==> config.mk <==
export PLATFORM = sky130hd
export DESIGN_NAME = qvga_fb_arbiter
export DESIGN_NICKNAME = d
export VERILOG_FILES = /design/src/rtl/fb_pkg.sv /design/src/rtl/fb_wr_fifo.sv /design/src/rtl/qvga_fb_arbiter.sv
export SDC_FILE = /design/constraint.sdc
export NUM_CORES = 1
export LEC_CHECK = 0
export CAP_MARGIN = 20
export CORE_MARGIN = 2
export CORE_UTILIZATION = 40
export DETAILED_ROUTE_END_ITERATION = 7
export PLACE_DENSITY = 0.73
export SLEW_MARGIN = 40
export SYNTH_ARGS = -nofsm -noshare
export SYNTH_HDL_FRONTEND = slang
export SYNTH_HIERARCHICAL = 1
export SYNTH_SLANG_ARGS = --single-unit
==> constraint.sdc <==
create_clock -name clk -period 4.2 [get_ports clk]
set_input_delay 0.84 -clock clk [delete_from_list [all_inputs] [get_ports clk]]
set_output_delay 0.84 -clock clk [all_outputs]
set_load 0.005 [all_outputs]
==> src/rtl/fb_pkg.sv <==
// Shared frame-buffer geometry, widths and port-grant encoding for the QVGA arbiter.
package fb_pkg;

  localparam int unsigned FB_W     = 320;
  localparam int unsigned FB_H     = 240;
  localparam int unsigned FB_DEPTH = FB_W * FB_H;
  localparam int unsigned ADDR_W   = 17;
  localparam int unsigned DATA_W   = 16;

  typedef logic [ADDR_W-1:0] fb_addr_t;
  typedef logic [DATA_W-1:0] pixel_t;

  typedef struct packed {
    fb_addr_t addr;
    pixel_t   data;
  } fb_wr_t;

  typedef enum logic [1:0] {
    GNT_IDLE = 2'd0,
    GNT_RD   = 2'd1,
    GNT_WR   = 2'd2
  } gnt_e;

endpackage

==> src/rtl/fb_wr_fifo.sv <==
// Circular-buffer FIFO holding camera writes until the BRAM port is free.
module fb_wr_fifo #(
  parameter int unsigned WIDTH = 33,
  parameter int unsigned DEPTH = 4
) (
  input  logic                       clk,
  input  logic                       reset_n,
  input  logic                       push,
  input  logic [WIDTH-1:0]           push_data,
  input  logic                       pop,
  output logic [WIDTH-1:0]           head_c,
  output logic                       full,
  output logic                       empty,
  output logic [$clog2(DEPTH+1)-1:0] count
);

  localparam int unsigned PTR_W = $clog2(DEPTH);
  localparam int unsigned CNT_W = $clog2(DEPTH + 1);

  logic [WIDTH-1:0] store [DEPTH];
  logic [PTR_W-1:0] wr_ptr;
  logic [PTR_W-1:0] rd_ptr;
  logic [CNT_W-1:0] count_d;
  logic             push_ok;
  logic             pop_ok;

  assign push_ok = push && !full;
  assign pop_ok  = pop && !empty;
  assign head_c  = store[rd_ptr];

  // Simultaneous push and pop leaves occupancy unchanged.
  always_comb begin
    count_d = count;
    if (push_ok && !pop_ok) begin
      count_d = count + CNT_W'(1);
    end else if (!push_ok && pop_ok) begin
      count_d = count - CNT_W'(1);
    end
  end

  always_ff @(posedge clk or negedge reset_n) begin
    if (!reset_n) begin
      wr_ptr <= '0;
      rd_ptr <= '0;
      count  <= '0;
      full   <= 1'b0;
      empty  <= 1'b1;
    end else begin
      if (push_ok) wr_ptr <= wr_ptr + PTR_W'(1);
      if (pop_ok)  rd_ptr <= rd_ptr + PTR_W'(1);
      count <= count_d;
      full  <= (count_d == CNT_W'(DEPTH));
      empty <= (count_d == '0);
    end
  end

  // Storage is not reset; occupancy tracking alone defines what is valid.
  always_ff @(posedge clk) begin
    if (push_ok) store[wr_ptr] <= push_data;
  end

endmodule

==> src/rtl/qvga_fb_arbiter.sv <==
// Single-port frame buffer arbiter: display reads always win, camera writes are
// queued and drained into idle port cycles.
module qvga_fb_arbiter
  import fb_pkg::*;
#(
  parameter int unsigned ADDR_W      = fb_pkg::ADDR_W,
  parameter int unsigned DATA_W      = fb_pkg::DATA_W,
  parameter int unsigned FB_DEPTH    = fb_pkg::FB_DEPTH,
  parameter int unsigned WFIFO_DEPTH = 4
) (
  input  logic              clk,
  input  logic              reset_n,
  input  logic              rd_req,
  input  logic [ADDR_W-1:0] rd_addr,
  output logic              rd_valid,
  output logic [DATA_W-1:0] rd_data,
  input  logic              wr_valid,
  input  logic [ADDR_W-1:0] wr_addr,
  input  logic [DATA_W-1:0] wr_data,
  output logic              wr_ready,
  output logic              mem_en,
  output logic              mem_we,
  output logic [ADDR_W-1:0] mem_addr,
  output logic [DATA_W-1:0] mem_wdata,
  input  logic [DATA_W-1:0] mem_rdata,
  input  logic              err_clr,
  output logic [15:0]       drop_cnt,
  output logic              oob_flag
);

  localparam int unsigned ENTRY_W = ADDR_W + DATA_W;
  localparam int unsigned CNT_W   = $clog2(WFIFO_DEPTH + 1);
  localparam logic [ADDR_W-1:0] ADDR_LIM = ADDR_W'(FB_DEPTH);

  gnt_e               gnt_q;
  gnt_e               gnt_d;
  logic               rd_oob_q;
  logic               rd_oob_c;
  logic               wr_oob_c;
  logic               wr_accept_c;
  logic               push_c;
  logic               pop_c;
  logic [ENTRY_W-1:0] head_c;
  logic [ADDR_W-1:0]  head_addr_c;
  logic [DATA_W-1:0]  head_data_c;
  logic               fifo_full;
  logic               fifo_empty;
  logic [CNT_W-1:0]   fifo_count;

  assign rd_oob_c    = (rd_addr >= ADDR_LIM);
  assign wr_oob_c    = (wr_addr >= ADDR_LIM);
  assign wr_ready    = (fifo_count != CNT_W'(WFIFO_DEPTH));
  assign wr_accept_c = wr_valid && wr_ready;
  assign push_c      = wr_accept_c && !wr_oob_c && !fifo_full;
  assign {head_addr_c, head_data_c} = head_c;

  fb_wr_fifo #(
    .WIDTH (ENTRY_W),
    .DEPTH (WFIFO_DEPTH)
  ) u_wr_fifo (
    .clk       (clk),
    .reset_n   (reset_n),
    .push      (push_c),
    .push_data ({wr_addr, wr_data}),
    .pop       (pop_c),
    .head_c    (head_c),
    .full      (fifo_full),
    .empty     (fifo_empty),
    .count     (fifo_count)
  );

  always_ff @(posedge clk or negedge reset_n) begin
    if (!reset_n) begin
      gnt_q    <= GNT_IDLE;
      rd_oob_q <= 1'b0;
    end else begin
      gnt_q    <= gnt_d;
      rd_oob_q <= rd_req && rd_oob_c;
    end
  end

  // Grant is decided within the cycle so a display read is never delayed.
  always_comb begin
    gnt_d     = GNT_IDLE;
    pop_c     = 1'b0;
    mem_en    = 1'b0;
    mem_we    = 1'b0;
    mem_addr  = '0;
    mem_wdata = '0;
    if (!reset_n) begin
      gnt_d = GNT_IDLE;
    end else if (rd_req) begin
      gnt_d = GNT_RD;
      if (!rd_oob_c) begin
        mem_en   = 1'b1;
        mem_addr = rd_addr;
      end
    end else if (!fifo_empty) begin
      gnt_d     = GNT_WR;
      pop_c     = 1'b1;
      mem_en    = 1'b1;
      mem_we    = 1'b1;
      mem_addr  = head_addr_c;
      mem_wdata = head_data_c;
    end
  end

  assign rd_valid = (gnt_q == GNT_RD);
  assign rd_data  = (rd_valid && !rd_oob_q) ? mem_rdata : '0;

  // Error bookkeeping; a clear wins over any same-cycle event.
  always_ff @(posedge clk or negedge reset_n) begin
    if (!reset_n) begin
      drop_cnt <= '0;
      oob_flag <= 1'b0;
    end else if (err_clr) begin
      drop_cnt <= '0;
      oob_flag <= 1'b0;
    end else begin
      if (wr_valid && !wr_ready && (drop_cnt != 16'hFFFF)) begin
        drop_cnt <= drop_cnt + 16'd1;
      end
      if ((rd_req && rd_oob_c) || (wr_accept_c && wr_oob_c)) begin
        oob_flag <= 1'b1;
      end
    end
  end

endmodule

==> results.sh <==
export IMPL_first_iter_violations=229
export IMPL_outcome="completed"
export IMPL_layout_drive_gt1_share=0.165
export IMPL_synth_area_per_cell_um2=16.9
export IMPL_min_period_ns=3.64
export IMPL_dieArea_um2=18400
export IMPL_max_cap_violations=0
export IMPL_grt_usage=0.163
export IMPL_vias_per_cell=5.26
export IMPL_grt_pass1_vias=4212
export IMPL_syn_area_um2=6930
export IMPL_num_vias=4184
export IMPL_ys_warn_count=6
export IMPL_worst_setup_path_start_kind="input port"
export IMPL_antenna_found_initial=0
export IMPL_post_cts_buffers=0
export IMPL_end_kind="primary output"
export IMPL_synth_cell_types=54
export IMPL_start_util=0.405
export IMPL_antenna_cells=0
export IMPL_clkSlewWorstSetupHoldPaths_ns=0.06
export IMPL_synth_seq_cells=161
export IMPL_worst_pin_slew_ns=0.698
export IMPL_tritoncts="yes"
export IMPL_dr_pass1_iters=6
export IMPL_synth_edf_count=132
export IMPL_grt_setup_unrepaired="no"
export IMPL_core_um2=17100
export IMPL_grt_pass1_wl_um=22300
export IMPL_synth_area_leaders="edfxtp_1, dfrtp_1, mux4_2"
export IMPL_cp_common_cell="clkdlybuf4s50_1"
export IMPL_totalWireLength_um=14500
export IMPL_final_fill_count=1355
export IMPL_htreeDepth=4
export IMPL_cpPeakStageDelay_ns=0.52
export IMPL_slowest_stage="clkdlybuf4s50_1"
export IMPL_overflow=0
export IMPL_drc=0
export IMPL_cts_hold_buf=0
export IMPL_max_vdd_ir_drop_mv=0.337
export IMPL_cts_resized=0
export IMPL_min_period_over_period=0.866
export IMPL_routedWlPerCell_um=18.2
export IMPL_fin_skew_ns=0.0118
export IMPL_grt_max_degree=35
export IMPL_path_cells="clkdlybuf4s50_1 > a211oi_1 > nand2_1 > a21oi_1 > buf_4 > a22o_1 > clkdlybuf4s50_1"
export IMPL_postSynthCellCount=411
export IMPL_io_pins=141
export IMPL_port_buffers=140
export IMPL_yosysSeqAreaShare=0.676
export IMPL_relSlewSlack=0.531
export IMPL_clock_latency_ns=0.42
export IMPL_hold_violations=0
export IMPL_cts_made_buffers=17
export IMPL_row_count=48
export IMPL_hpwl_um=9800
export IMPL_syn_to_final_growth_pct=32.7
export IMPL_crit_arrival_ns=2.80
export IMPL_ys_flop_type="edfxtp_1"
export IMPL_syn_nets=489
export IMPL_p_leak_uw=0.00316
export IMPL_holdCritPathClass="register to register"
export IMPL_power_density_nw_per_um2=524
export IMPL_yosysTopAreaCell="edfxtp_1"
export IMPL_synthArstFlopShare=0.180
export IMPL_ant_nets=0
export IMPL_hold_ws_ns=0.533
export IMPL_die_w_um=136
export IMPL_gp_congestion=0.853
export IMPL_fin_tns_setup_ns=0
export IMPL_cp_num_buf_inv=3
export IMPL_fmax_ghz=0.275
export IMPL_cts_root_buf="clkbuf_16"
export IMPL_drv_slew=0
export IMPL_die_y_um=136
export IMPL_fin_nets=639
export IMPL_clock_sinks=161
export IMPL_cts_max_path_buffers=2
export IMPL_post_synth_top_area_fraction=0.572
export IMPL_critPathKind="input port to primary output"
export IMPL_critPathMaxFanout=14
export IMPL_path_delay_family="buffers and inverters"
export IMPL_required_ns=3.36
export IMPL_setup_viol=0
-- layout by cell type, fill, tap and decap left out, types with 4 or more instances in the layout --
cell,Yosys,routed
clkdlybuf4s50_1,0,140
nand2b_1,4,4
inv_1,6,6
dfrtp_1,28,26
nand4_1,5,5
o21ai_0,12,12
a22o_1,16,16
xnor2_1,6,6
and2_1,36,32
buf_12,3,5
nor3_1,6,6
clkbuf_16,0,17
edfxtp_1,132,132
or3_1,5,5
nand2_1,14,14
a21oi_1,14,14
mux4_2,31,31
buf_4,1,4
nor2_1,12,12
or3_2,5,5
and2_2,0,4
ha_1,7,7
nand3_1,7,7
-- final timing paths --
path | startpoint | end | slack, ns | depth (start not counted)
worst max-delay path | rd_addr[13] | mem_addr[13] | 0.56 | 7
worst min-delay path | oob_flag | oob_flag | 0.53 | 2
worst max register to register | u_wr_fifo/count[0] | u_wr_fifo/store[1][5] | 1.83 | 7
worst min register to register | oob_flag | oob_flag | 0.53 | 2
max in group asynchronous | reset_n | u_wr_fifo/empty | 2.90 | 2
min in group asynchronous | reset_n | u_wr_fifo/rd_ptr[1] | 0.97 | 2
-- registers in the layout (all words and copies together), names as in the netlist, 2 cells and up --
signal and count:
drop_cnt 16, gnt_q 2, u_wr_fifo/count 3, u_wr_fifo/rd_ptr 2, u_wr_fifo/store 132, u_wr_fifo/wr_ptr 2
-- synth_stat cells (4+ instances only) --
library cell,n
a21oi_1,14
a22o_1,16
and2_1,36
buf_2,5
clkbuf_1,6
dfrtp_1,28
edfxtp_1,132
ha_1,7
inv_1,6
mux4_2,31
nand2_1,14
nand2b_1,4
nand3_1,7
nand4_1,5
nor2_1,12
nor3_1,6
o21ai_0,12
or3_1,5
or3_2,5
xnor2_1,6
-- power by group --
group / leakage [uW] / switching [uW] / total, uW / internal (uW)
logic: 0.00130 / 466 / 1160 / 694
registers: 0.00157 / 194 / 2130 / 1940
clock network: 0.000286 / 604 / 1530 / 930
-- layout make-up --
cell class,instances,area [um2],share of cell area
Clock inverter,12,160,0.0174
Clock buffer,17,425,0.0462
Inverter,7,26.3,0.00286
Tap cell,225,282,0.0306
Multi-Input combinational cell,225,2080,0.226
Sequential cell,161,4700,0.510
Timing Repair Buffer,149,1530,0.166
-- worst min-delay path, delay by kind of cell, from the launching register on --
kind	cells	cell delay, ns
AND/OR/NAND/NOR	1	0.08
AO/OA/AOI/OAI	1	0.05
flip-flops	1	0.37
-- stage by stage --
step / area [um2] / cells / util / power, uW / setup slack, ns
6_report: 9200 / 796 / 0.538 / 4830 / 0.565
5_1_grt: 9200 / 796 / 0.538 / 5050 / 0.434
4_1_cts: 9200 / 796 / 0.537 / 4890 / 0.564
3_5_place_dp: 8610 / 767 / 0.503 / 3340 / 0.575
3_3_place_gp: 8610 / 767 / 0.503 / 3310 / 0.597
2_1_floorplan: 6930 / 411 / - / 2900 / 1.20
-- layer usage --
metal	vias to the layer above	global-route usage	part of all wire
met4	0	0.0544	0.010
li1	1926	-	-
met1	2084	0.196	0.41
met5	-	0	0
met2	163	0.270	0.50
met3	11	0.0610	0.087
-- logic make-up (layout without fill, tap and decap cells) --
group | after synthesis | count (layout) | share of synthesized area
compound gates | 59 | 59 | 0.0588
xor+xnor | 6 | 6 | 0.00758
fa+ha+maj | 7 | 7 | 0.0126
buf+inv | 25 | 185 | 0.0253
flops | 161 | 161 | 0.676
mux | 34 | 34 | 0.110
simple gates | 119 | 119 | 0.110
Note: power is estimated with default switching activity, not from simulation.
